File: src/rtl/aqp_esp_pkg.sv
// rtl/aqp_esp_pkg.sv - shared constants for the ESP UART TX FIFO write-side arbiter
package aqp_esp_pkg;

  localparam logic [0:0] ST_IDLE = 1'b0;
  localparam logic [0:0] ST_XFER = 1'b1;

  localparam int ESP_SOF_BIT = 8;
  localparam int ESP_ENTRY_W = 9;
  localparam int GRANT_W     = 3;

  // FIFO entry: frame-start marker above the data byte
  function automatic logic [ESP_ENTRY_W-1:0] esp_entry(input logic sof, input logic [7:0] data);
    logic [ESP_ENTRY_W-1:0] e;
    e              = '0;
    e[7:0]         = data;
    e[ESP_SOF_BIT] = sof;
    return e;
  endfunction

endpackage

File: src/rtl/aqp_rr_pick.sv
// rtl/aqp_rr_pick.sv - combinational round-robin picker, search starts just above ptr
module aqp_rr_pick
  import aqp_esp_pkg::*;
#(
  parameter int NUM_REQ = 3
) (
  input  logic [NUM_REQ-1:0] req,
  input  logic [GRANT_W-1:0] ptr,
  output logic               found,
  output logic [GRANT_W-1:0] index
);

  // Each requester's distance from ptr+1 (mod NUM_REQ); the nearest set bit wins.
  always_comb begin
    int best_d;
    int d;
    found  = 1'b0;
    index  = '0;
    best_d = NUM_REQ;
    d      = 0;
    for (int i = 0; i < NUM_REQ; i++) begin
      d = (i + NUM_REQ - 1 - int'(ptr)) % NUM_REQ;
      if (req[i] && (d < best_d)) begin
        best_d = d;
        found  = 1'b1;
        index  = GRANT_W'(i);
      end
    end
  end

endmodule

File: src/rtl/aqp_esp_tx_arb.sv
// rtl/aqp_esp_tx_arb.sv - packet-atomic round-robin arbiter for the ESP TX FIFO; optional AQP_ESP_TX_ARB_TIMEOUT_EN
module aqp_esp_tx_arb
  import aqp_esp_pkg::*;
#(
  parameter int NUM_REQ = 3,
  parameter int TIMEOUT = 1023
) (
  input  logic                   clk,
  input  logic                   reset_n,
  input  logic [8*NUM_REQ-1:0]   req_data,
  input  logic [NUM_REQ-1:0]     req_valid,
  input  logic [NUM_REQ-1:0]     req_last,
  output logic [NUM_REQ-1:0]     req_ready,
  output logic [ESP_ENTRY_W-1:0] fifo_wrdata,
  output logic                   fifo_wr_en,
  input  logic                   fifo_full,
  output logic                   busy,
  output logic [GRANT_W-1:0]     grant_id,
  output logic [15:0]            pkt_count,
  output logic                   err_timeout,
  input  logic                   err_clr
);

  logic [0:0]         state;
  logic [GRANT_W-1:0] rr_ptr;
  logic               sof;
  logic               pick_found;
  logic [GRANT_W-1:0] pick_idx;
  logic               g_valid;
  logic               g_last;
  logic [7:0]         g_data;
  logic               xfer;
  logic               accept;
  logic               done;
  logic               abort;

  aqp_rr_pick #(.NUM_REQ(NUM_REQ)) u_pick (
    .req   (req_valid),
    .ptr   (rr_ptr),
    .found (pick_found),
    .index (pick_idx)
  );

  always_comb begin
    g_valid = 1'b0;
    g_last  = 1'b0;
    g_data  = '0;
    for (int i = 0; i < NUM_REQ; i++) begin
      if (grant_id == GRANT_W'(i)) begin
        g_valid = req_valid[i];
        g_last  = req_last[i];
        g_data  = req_data[8*i +: 8];
      end
    end
  end

  assign xfer   = (state == ST_XFER);
  assign accept = xfer && g_valid && !fifo_full;
  assign done   = accept && g_last;

  always_comb begin
    req_ready = '0;
    for (int i = 0; i < NUM_REQ; i++) begin
      req_ready[i] = xfer && !fifo_full && (grant_id == GRANT_W'(i));
    end
  end

  assign fifo_wr_en  = accept;
  assign fifo_wrdata = esp_entry(sof, g_data);
  assign busy        = xfer;

`ifdef AQP_ESP_TX_ARB_TIMEOUT_EN
  logic [10:0] idle_cnt;

  // Only a silent grantee counts toward the abort; a full FIFO just holds the count.
  assign abort = xfer && !g_valid && (idle_cnt == 11'(TIMEOUT - 1));

  always_ff @(posedge clk or negedge reset_n) begin
    if (!reset_n) begin
      idle_cnt    <= '0;
      err_timeout <= 1'b0;
    end else begin
      if (!xfer || accept) begin
        idle_cnt <= '0;
      end else if (!g_valid) begin
        idle_cnt <= idle_cnt + 11'd1;
      end
      if (abort) begin
        err_timeout <= 1'b1;
      end else if (err_clr) begin
        err_timeout <= 1'b0;
      end
    end
  end
`else
  logic unused_cfg;

  assign abort       = 1'b0;
  assign err_timeout = 1'b0;
  assign unused_cfg  = ^{err_clr, 32'(TIMEOUT)};
`endif

  always_ff @(posedge clk or negedge reset_n) begin
    if (!reset_n) begin
      state     <= ST_IDLE;
      rr_ptr    <= GRANT_W'(NUM_REQ - 1);
      sof       <= 1'b0;
      grant_id  <= '0;
      pkt_count <= '0;
    end else begin
      case (state)
        ST_IDLE: begin
          if (pick_found) begin
            grant_id <= pick_idx;
            sof      <= 1'b1;
            state    <= ST_XFER;
          end
        end
        default: begin
          if (accept) begin
            sof <= 1'b0;
          end
          if (done) begin
            rr_ptr    <= grant_id;
            pkt_count <= pkt_count + 16'd1;
            state     <= ST_IDLE;
          end else if (abort) begin
            rr_ptr <= grant_id;
            state  <= ST_IDLE;
          end
        end
      endcase
    end
  end

endmodule

File: config.mk
export PLATFORM = sky130hd
export DESIGN_NAME = aqp_esp_tx_arb
export DESIGN_NICKNAME = d
export VERILOG_FILES = /design/src/rtl/aqp_esp_pkg.sv /design/src/rtl/aqp_rr_pick.sv /design/src/rtl/aqp_esp_tx_arb.sv
export SDC_FILE = /design/constraint.sdc
export NUM_CORES = 1
export LEC_CHECK = 0
export ABC_AREA = 1
export BUFFER_PORTS_ARGS = -buffer_cell sky130_fd_sc_hd__buf_2
export CAP_MARGIN = 20
export CORE_MARGIN = 3
export CORE_UTILIZATION = 50
export DETAILED_ROUTE_END_ITERATION = 16
export GPL_ROUTABILITY_DRIVEN = 0
export HOLD_SLACK_MARGIN = 0.03
export PLACE_DENSITY = 0.74
export SLEW_MARGIN = 30
export SYNTH_ARGS = -nofsm -noshare
export SYNTH_HDL_FRONTEND = slang
export SYNTH_SLANG_ARGS = --single-unit
File: constraint.sdc
create_clock -name clk -period 10.95 [get_ports clk]
set_input_delay 0.5475 -clock clk [delete_from_list [all_inputs] [get_ports clk]]
set_output_delay 0.5475 -clock clk [all_outputs]
set_load 0.05 [all_outputs]
==> impl_metrics.tcl, run 1 <==
set metrics [dict create \
    dr.first_iter.drc_count 240 \
    synth_top_area_share_pct 21.44 \
    wl_per_cell_um 11.82 \
    setup_viol 0 \
    yosysSeqAreaShare_pct 16.00 \
    cts_setup_buffers 0 \
    clock.fmax_ghz 0.1029 \
    cts_buffers 3 \
    reg2reg_from "rr_ptr[0]$_DFFE_PN0P_" \
    fp.dieW_um 89.06 \
    yosysTopAreaCell "nand2_1" \
    worstPathArrival_ns 9.86 \
    routed_wl_um 8452 \
    hold_path_class "in -> async" \
    htreeDepth 1 \
    antenna_found_initial 0 \
    synth_top_family_by_area "simple AND/OR/NAND/NOR gates" \
    post-route-period-util_pct 88.71 \
    synth-simple-area-share_pct 54.62 \
    timing.hold.ws_ns 0.2392 \
    synthAdderAreaFrac_pct 6.892 \
    slew_headroom_pct 48.81 \
    tightest_slew_ns 0.7650 \
    antenna_cells 0 \
    r2r_setup_slack_ns 1.24 \
    top_level_ports 68 \
    yosysWarnings 0 \
    syn_area_per_cell_um2 5.937 \
    synth_area_um2 3450 \
    synth_edf_count 0 \
    drive_gt1_share_pct 21.32 \
    row_count 29 \
    cpMostUsedCell "nand2_1" \
    slowest_delay_ns 0.48 \
    cts_root_buf "clkbuf_8" \
    postSynthCellCount 581 \
    cp_slowest_cell "dfrtp_1" \
    synth.area.top_cells "nand2_1, dfrtp_1, nand3_1" \
    drv_slew 0 \
    synth_mux_area_share_pct 0 \
    antenna_left 0 \
    port_buffers 64 \
    dp_slack_ns 1.106 \
    synth_seq_cells 22 \
    period_minus_slack_ns 9.714 \
    critPathMaxFanout 15 \
    fin_ws_ns 1.236 \
    start_kind "flop" \
    grt_pass1_wl_um 14680 \
    r2r_cells 84 \
    clkTransAtPathRegs_ns 0.08 \
    cts_tree "done" \
    core_area_um2 6531 \
    insertion_delay_ns 0.26 \
    drc 0 \
    grt_max_degree 23 \
    fin_tns_setup_ns 0 \
    area_delta_synth_final_pct 11.97 \
    synth_cell_types 44 \
    worstReg2RegEnd "grant_id[0]$_DFFE_PN0P_" \
    final_cell_mix "nand2_1, nand3_1, inv_1" \
    clock-sinks 22 \
    final_common_cell "nand2_1" \
    die-area_um2 7932 \
    die_y_um 89.06 \
    overflow 0 \
    vias_per_cell 5.364 \
    first_global_vias 3574 \
    max_cap_viol_count 0 \
    endpoint_kind "flop" \
    cp.required_ns 11.10 \
    num_vias 3835 \
    finalHoldViolations 0 \
    crit_type "reg -> reg" \
    fin_util_pct 59.14 \
    clk_path_buf_depth 2 \
    first_pass_iters 5 \
    status "finished clean" \
    synth_compound_area_share_pct 7.182 \
    synth-main-ff-cell "dfrtp_1" \
    grt_usage_pct 22.21 \
    layout.nets 692 \
    cts_resized 0 \
    rsz0062_at_grt "false" \
    hold_buffers 0 \
    initial_utilization_pct 52.82 \
    skew_ns 0.005763 \
    dp_hpwl_um 6844 \
    synth-xor-area-share_pct 4.062 \
    async_reset_ff_share_pct 100.0 \
]
critical path, delay by kind of cell, from the launching register on:
kind	cells	cell delay (ns)
compound gates	3	0.54
fa+ha+maj	3	0.79
buf+inv	7	0.90
flops	1	0.48
simple gates	71	6.86
layout make-up:
cell class                 count  area (µm²)
tap                           77       96.34
clock buffer                   4       55.05
fill                         653        2669
sequential                    22       551.8
timing repair buffer          65       327.8
inverter                      79       301.5
multi-input combinational    468        2530
cells by family (layout without fill, tap and decap cells):
logic type | after synthesis | count (layout)
other cells | 1 | 2
xor+xnor | 16 | 16
fa+ha+maj | 19 | 19
simple gates | 390 | 390
compound gates | 41 | 41
buf+inv | 92 | 148
flops | 22 | 22
routing by layer:
metal  up-vias  track usage, %  part of all wire [%]
met4         0           4.330                  0.41
li1       1998               -                     -
met2       135           39.81                    48
met3         6           2.949                   5.7
met5         -               0                     0
met1      1696           28.62                    46
synthesized netlist by cell type (4+ instances only):
| cell type | number |
|---|---|
| a21oi_1 | 11 |
| buf_4 | 6 |
| dfrtp_1 | 21 |
| ha_1 | 19 |
| inv_1 | 66 |
| inv_2 | 11 |
| nand2_1 | 197 |
| nand2_2 | 23 |
| nand3_1 | 75 |
| nand3_2 | 10 |
| nand3_4 | 4 |
| nand4_1 | 19 |
| nor2_1 | 33 |
| nor2_2 | 5 |
| nor3_1 | 11 |
| o21ai_0 | 9 |
| o21ai_1 | 10 |
| xnor2_1 | 4 |
| xor2_1 | 12 |
per-stage QoR:
| stage | std cells | instance area, µm² |
|---|---|---|
| floorplan | 582 | 3453 |
| detailed placement | 711 | 3791 |
| global route | 715 | 3862 |
| global placement | 711 | 3791 |
| finish | 715 | 3862 |
| CTS | 715 | 3846 |
worst max-delay path by stage:
stage	startpoint	endpoint	slack (ns)	cells past startpoint
after floorplan	rr_ptr[0]$_DFFE_PN0P_	grant_id[0]$_DFFE_PN0P_	2.82	86
after global placement	rr_ptr[0]$_DFFE_PN0P_	grant_id[0]$_DFFE_PN0P_	1.36	79
after detailed placement	rr_ptr[0]$_DFFE_PN0P_	grant_id[0]$_DFFE_PN0P_	1.11	82
after CTS	rr_ptr[0]$_DFFE_PN0P_	grant_id[0]$_DFFE_PN0P_	1.07	82
after global routing	rr_ptr[0]$_DFFE_PN0P_	grant_id[0]$_DFFE_PN0P_	0.005	83
final	rr_ptr[0]$_DFFE_PN0P_	grant_id[0]$_DFFE_PN0P_	1.24	84
sequential cells by signal, indices dropped and copies added, names as in the netlist:
name       cells
busy           1
grant_id       2
pkt_count     16
rr_ptr         2
sof            1
Power of run 1 is left out: the tool's default activity adds up to more than one toggle a clock period on the data nets, which glitch-free logic cannot reach.
==> run 2, diff against run 1 <==
Settings changed: PLACE_DENSITY 0.74 to 0.72, SYNTH_HIERARCHICAL set to 1.
==> impl_metrics.tcl, run 2 <==
set metrics [dict create \
    max_cap_viol_count 0 \
    regMostFlops "pkt_count" \
    synth.area.top_cells "ha_1, nand2_1, dfrtp_1" \
    die-area_um2 10720 \
    clkTransAtPathRegs_ns 0.08 \
    cpMostUsedCell "ha_1" \
    reg.largest.list "pkt_count: 16 flops, grant_id: 3 flops, rr_ptr: 3 flops" \
    rsz0062_at_grt "false" \
    period_minus_slack_ns 9.010 \
    cp.required_ns 11.14 \
    drive_gt1_share_pct 16.58 \
    endpoint_kind "flop" \
    wl_per_cell_um 12.14 \
    postSynthCellCount 741 \
    clock-sinks 24 \
    layout.nets 897 \
    slowest_delay_ns 0.82 \
    num_vias 4900 \
    synth_top_area_share_pct 20.53 \
    cts_setup_buffers 0 \
    multi_input_area_um2 3670 \
    setup_viol 0 \
    synth-xor-area-share_pct 4.816 \
    syn_area_per_cell_um2 6.416 \
    top_level_ports 68 \
    area_delta_synth_final_pct 8.500 \
    core_area_um2 8976 \
    synth.most_common_cell "nand2_1" \
    reg2reg_from "rr_ptr[0]$_DFFE_PN0P_" \
    r2r_cells 41 \
    synthAdderAreaFrac_pct 20.53 \
    regArea_um2 601.8 \
    finalHoldViolations 0 \
    hold_buffers 0 \
    htreeDepth 1 \
    routed_wl_um 11050 \
    drc 0 \
    grt_usage_pct 20.33 \
    worstReg2RegEnd "grant_id[0]$_DFFE_PN0P_" \
    final_common_cell "nand2_1" \
    drv_slew 0 \
    largest_reg_flops 16 \
    final_cells 910 \
    cts_resized 0 \
    fin_tns_setup_ns 0 \
    vias_per_cell 5.385 \
    first_global_vias 4674 \
    crit_family "simple AND/OR/NAND/NOR gates" \
    synth_mux_area_share_pct 0.4474 \
    synth_cell_types 50 \
    post-route-period-util_pct 82.28 \
    async_reset_ff_share_pct 100.0 \
    initial_utilization_pct 52.97 \
    clk_path_buf_depth 2 \
    antenna_cells 0 \
    syn_nets 853 \
    yosysWarnings 6 \
    cp_slowest_cell "nand2_1" \
    status "finished clean" \
    numPlacedInstances 906 \
    synth-main-ff-cell "dfrtp_1" \
    start_kind "flop" \
    antenna_found_initial 0 \
    slew_headroom_pct 39.02 \
    tightest_slew_ns 0.9147 \
    clock.fmax_ghz 0.1110 \
    overflow 0 \
    cts_root_buf "clkbuf_8" \
    hold_path_class "in -> async" \
    row_count 34 \
    synth_seq_cells 24 \
    skew_ns 0.002435 \
    grt_max_degree 36 \
    synth_edf_count 0 \
    synth_top_family_by_area "simple AND/OR/NAND/NOR gates" \
    first_pass_iters 5 \
    fp.dieW_um 103.5 \
    die_y_um 103.5 \
    worstPathArrival_ns 9.20 \
    synth_area_um2 4755 \
    synth_common_cells "nand2_1, ha_1, inv_1" \
    critPathMaxFanout 35 \
    grt_pass1_wl_um 19750 \
    synth-simple-area-share_pct 34.47 \
    port_buffers 65 \
    dp_hpwl_um 8707 \
    yosysTopAreaCell "ha_1" \
    crit_type "reg -> reg" \
    num-fill-cells 871 \
    path_buf_inv 6 \
    dr.first_iter.drc_count 189 \
    synth_compound_area_share_pct 16.61 \
    final_cell_mix "nand2_1, ha_1, inv_1" \
    insertion_delay_ns 0.26 \
    antenna_left 0 \
    cts_buffers 3 \
    yosysSeqAreaShare_pct 12.66 \
    cts_tree "done" \
    r2r_setup_slack_ns 1.94 \
]
run 2: final cells by class:
type,instances,area share [%]
timing repair buffer,69,6.888
clock buffer,4,1.067
inverter,83,6.185
sequential,24,11.67
multi-input combinational,604,71.14
tap,126,3.056
run 2: how the worst max path moves through the flow:
stage | depth (start not counted) | from | end | slack, ns
2_1_floorplan | 45 | rr_ptr[1]$_DFFE_PN1P_ | grant_id[0]$_DFFE_PN0P_ | 3.93
3_3_place_gp | 41 | rr_ptr[0]$_DFFE_PN0P_ | grant_id[1]$_DFFE_PN0P_ | 2.15
3_5_place_dp | 41 | rr_ptr[0]$_DFFE_PN0P_ | grant_id[0]$_DFFE_PN0P_ | 1.96
4_1_cts | 41 | rr_ptr[0]$_DFFE_PN0P_ | grant_id[0]$_DFFE_PN0P_ | 1.92
5_1_grt | 43 | rr_ptr[0]$_DFFE_PN0P_ | grant_id[2]$_DFFE_PN0P_ | 0.82
6_report | 41 | rr_ptr[0]$_DFFE_PN0P_ | grant_id[0]$_DFFE_PN0P_ | 1.94
run 2: kinds of logic (layout without fill, tap and decap cells):
logic type	Yosys count	count (layout)
simple gates	357	357
compound gates	141	141
buf+inv	113	156
fa+ha+maj	78	78
xor+xnor	24	24
flops	24	24
other cells	2	2
mux	2	2
run 2: per-layer routing:
| layer | GRT usage, % | wire [µm] |
|---|---|---|
| met2 | 37.90 | 5568 |
| met1 | 26.38 | 5240 |
| met4 | 3.229 | 44 |
| met3 | 0.9950 | 194 |
| met5 | 0 | 0 |
run 2: metrics by stage:
step           utilization, %  worst slack (ns)  cell area (µm²)  hold slack [ns]
3_5_place_dp            56.77             1.962             5096           0.4567
4_1_cts                 57.39             1.918             5151           0.2646
2_1_floorplan               -             3.934             4755           0.2519
5_1_grt                 57.47            0.8222             5159           0.2857
6_report                57.47             1.940             5159           0.2592
3_3_place_gp            56.77             2.147             5096           0.4585
Power of run 2 is left out for the same reason.
==> run 3, diff against run 2 <==
Settings changed: ABC_AREA 1 to 0.
Clock period 10.95 ns to 8.8 ns, I/O delays scaled along.
==> impl_metrics.tcl, run 3 <==
set metrics [dict create \
    synth_cell_types 90 \
    period_minus_slack_ns 8.572 \
    num_vias 4977 \
    antenna_cells 0 \
    top_level_ports 68 \
    finalHoldViolations 0 \
    final_cells 822 \
    antenna_left 0 \
    syn_area_per_cell_um2 7.920 \
    synth_area_um2 4950 \
    synth_top_area_share_pct 19.72 \
    clkTransAtPathRegs_ns 0.09 \
    drv_slew 0 \
    syn_nets 737 \
    async_reset_ff_share_pct 100.0 \
    numPlacedInstances 796 \
    insertion_delay_ns 0.27 \
    crit_type "reg -> reg" \
    port_buffers 65 \
    reg2reg_from "rr_ptr[1]$_DFFE_PN1P_" \
    drc 0 \
    postPlaceCellArea_um2 5477 \
    wl_per_cell_um 15.97 \
    slowest_delay_ns 0.58 \
    yosysTopAreaCell "ha_1" \
    postSynthCellCount 625 \
    synth.area.top_cells "ha_1, dfrtp_1, a21oi_1" \
    reg.largest.list "pkt_count: 16 flops, grant_id: 3 flops, rr_ptr: 3 flops" \
    overflow 0 \
    die_y_um 105.5 \
    final_cell_mix "a21oi_1, ha_1, buf_2" \
    synth_edf_count 0 \
    worstPathArrival_ns 8.73 \
    area_delta_synth_final_pct 18.48 \
    crit_start "rr_ptr[1]$_DFFE_PN1P_" \
    tightest_slew_ns 0.7800 \
    antenna_found_initial 0 \
    cp_slowest_cell "dfstp_2" \
    yosysWarnings 6 \
    max_cap_viol_count 0 \
    vias_per_cell 6.055 \
    fin_tns_setup_ns 0 \
    fp.dieW_um 105.5 \
    routed_wl_um 13130 \
    post-route-period-util_pct 97.41 \
    clock.fmax_ghz 0.1167 \
    first_global_vias 4616 \
    grt_pass1_wl_um 21570 \
    first_pass_iters 5 \
    drive_gt1_share_pct 27.13 \
    synth_common_cells "a21oi_1, ha_1, o21ai_0" \
    final_common_cell "a21oi_1" \
    synth-main-ff-cell "dfrtp_1" \
    hold_buffers 0 \
    fin_area_um2 5864 \
    cp.required_ns 8.96 \
    hold_path_class "in -> async" \
    largest_reg_flops 16 \
    fin_util_pct 62.29 \
    grt_usage_pct 22.09 \
    grt_max_degree 46 \
    die-area_um2 11130 \
    dr.first_iter.drc_count 272 \
    initial_utilization_pct 52.57 \
    status "finished clean" \
    layout.nets 806 \
    htreeDepth 1 \
    endpoint_kind "flop" \
    skew_ns 0.006123 \
    clock-sinks 24 \
    core_area_um2 9415 \
    critPathMaxFanout 6 \
    yosysSeqAreaShare_pct 12.16 \
    dp_hpwl_um 9384 \
    clk_path_buf_depth 2 \
    cts_buffers 3 \
    start_kind "flop" \
    regMostFlops "pkt_count" \
    row_count 35 \
    setup_viol 0 \
    slew_headroom_pct 48.00 \
    synth_seq_cells 24 \
    cts_tree "done" \
    cts_root_buf "clkbuf_8" \
]
[run 3: cell count changes in the layout (fill, tap and decap cells not counted), sizes merged, moves of 14 or more]
cell | before | now
buf | 69 | 110
a31o | 0 | 14
a21oi | 61 | 78
nor2 | 63 | 40
a21o | 0 | 14
mux2i | 1 | 15
nand2 | 210 | 33
nand3 | 46 | 17
inv | 83 | 23
[run 3: layout make-up]
class	instances	area, µm²
Clock buffer	3	41.29
Clock inverter	1	30.03
Fill cell	818	3551
Inverter	23	86.33
Multi-Input combinational cell	532	4262
Sequential cell	24	601.8
Tap cell	129	161.4
Timing Repair Buffer	110	681.9
[run 3: final timing paths]
kind	cells after the start	slack, ns	end
max reg2reg	37	0.23	grant_id[0]$_DFFE_PN0P_
min	1	0.13	pkt_count[13]$_DFFE_PN0P_
max in group asynchronous	1	8.29	rr_ptr[1]$_DFFE_PN1P_
min in group clk	1	0.47	pkt_count[15]$_DFFE_PN0P_
max	37	0.23	grant_id[0]$_DFFE_PN0P_
min reg2reg	1	0.47	pkt_count[15]$_DFFE_PN0P_
[run 3: cell families (layout without fill, tap and decap cells)]
logic type                 Yosys count  in the layout  synth area share [%]
AOI/OAI and AO/OA                  226            226                 30.44
other                                2              2                0.1517
xor gates and xnor gates            33             33                 5.839
adders and majority gates           78             78                 19.72
DFF                                 24             24                 12.16
muxes                               22             22                 4.954
and+or+nand+nor                    171            171                 20.55
buffers and inverters               69            137                 6.193
[run 3: critical path, delay by kind of cell, from the launching register on]
family / cells / cell delay (ns)
and+or+nand+nor: 12 / 2.96
AOI/OAI and AO/OA: 12 / 2.28
adders and majority gates: 6 / 1.39
muxes: 3 / 0.71
DFF: 1 / 0.58
buffers and inverters: 4 / 0.51
[run 3: repair_timing]
action,4_1_cts,5_1_grt
setup endpoints to repair,2,5
buffers inserted,0,19
gates resized for setup,2,32
gates cloned,0,3
pin swaps,0,18
[run 3: layer usage]
layer	up-vias	share of wire, %	wire (µm)	global-route usage [%]
li1	2487	-	-	-
met1	2392	47	6116	30.77
met2	92	50	6592	38.34
met3	6	2.7	353	0.9186
met4	0	0.49	64	3.978
met5	-	0	0	0
[run 3: through the flow]
stage | hold WS (ns) | worst slack (ns)
finish | 0.1337 | 0.2279
global route | 0.1644 | -0.04433
CTS | 0.1466 | 0.01352
detailed placement | 0.4463 | -0.05166
global placement | 0.4389 | 0.1611
floorplan | 0.1444 | -0.4203
Power of run 3 is left out for the same reason.
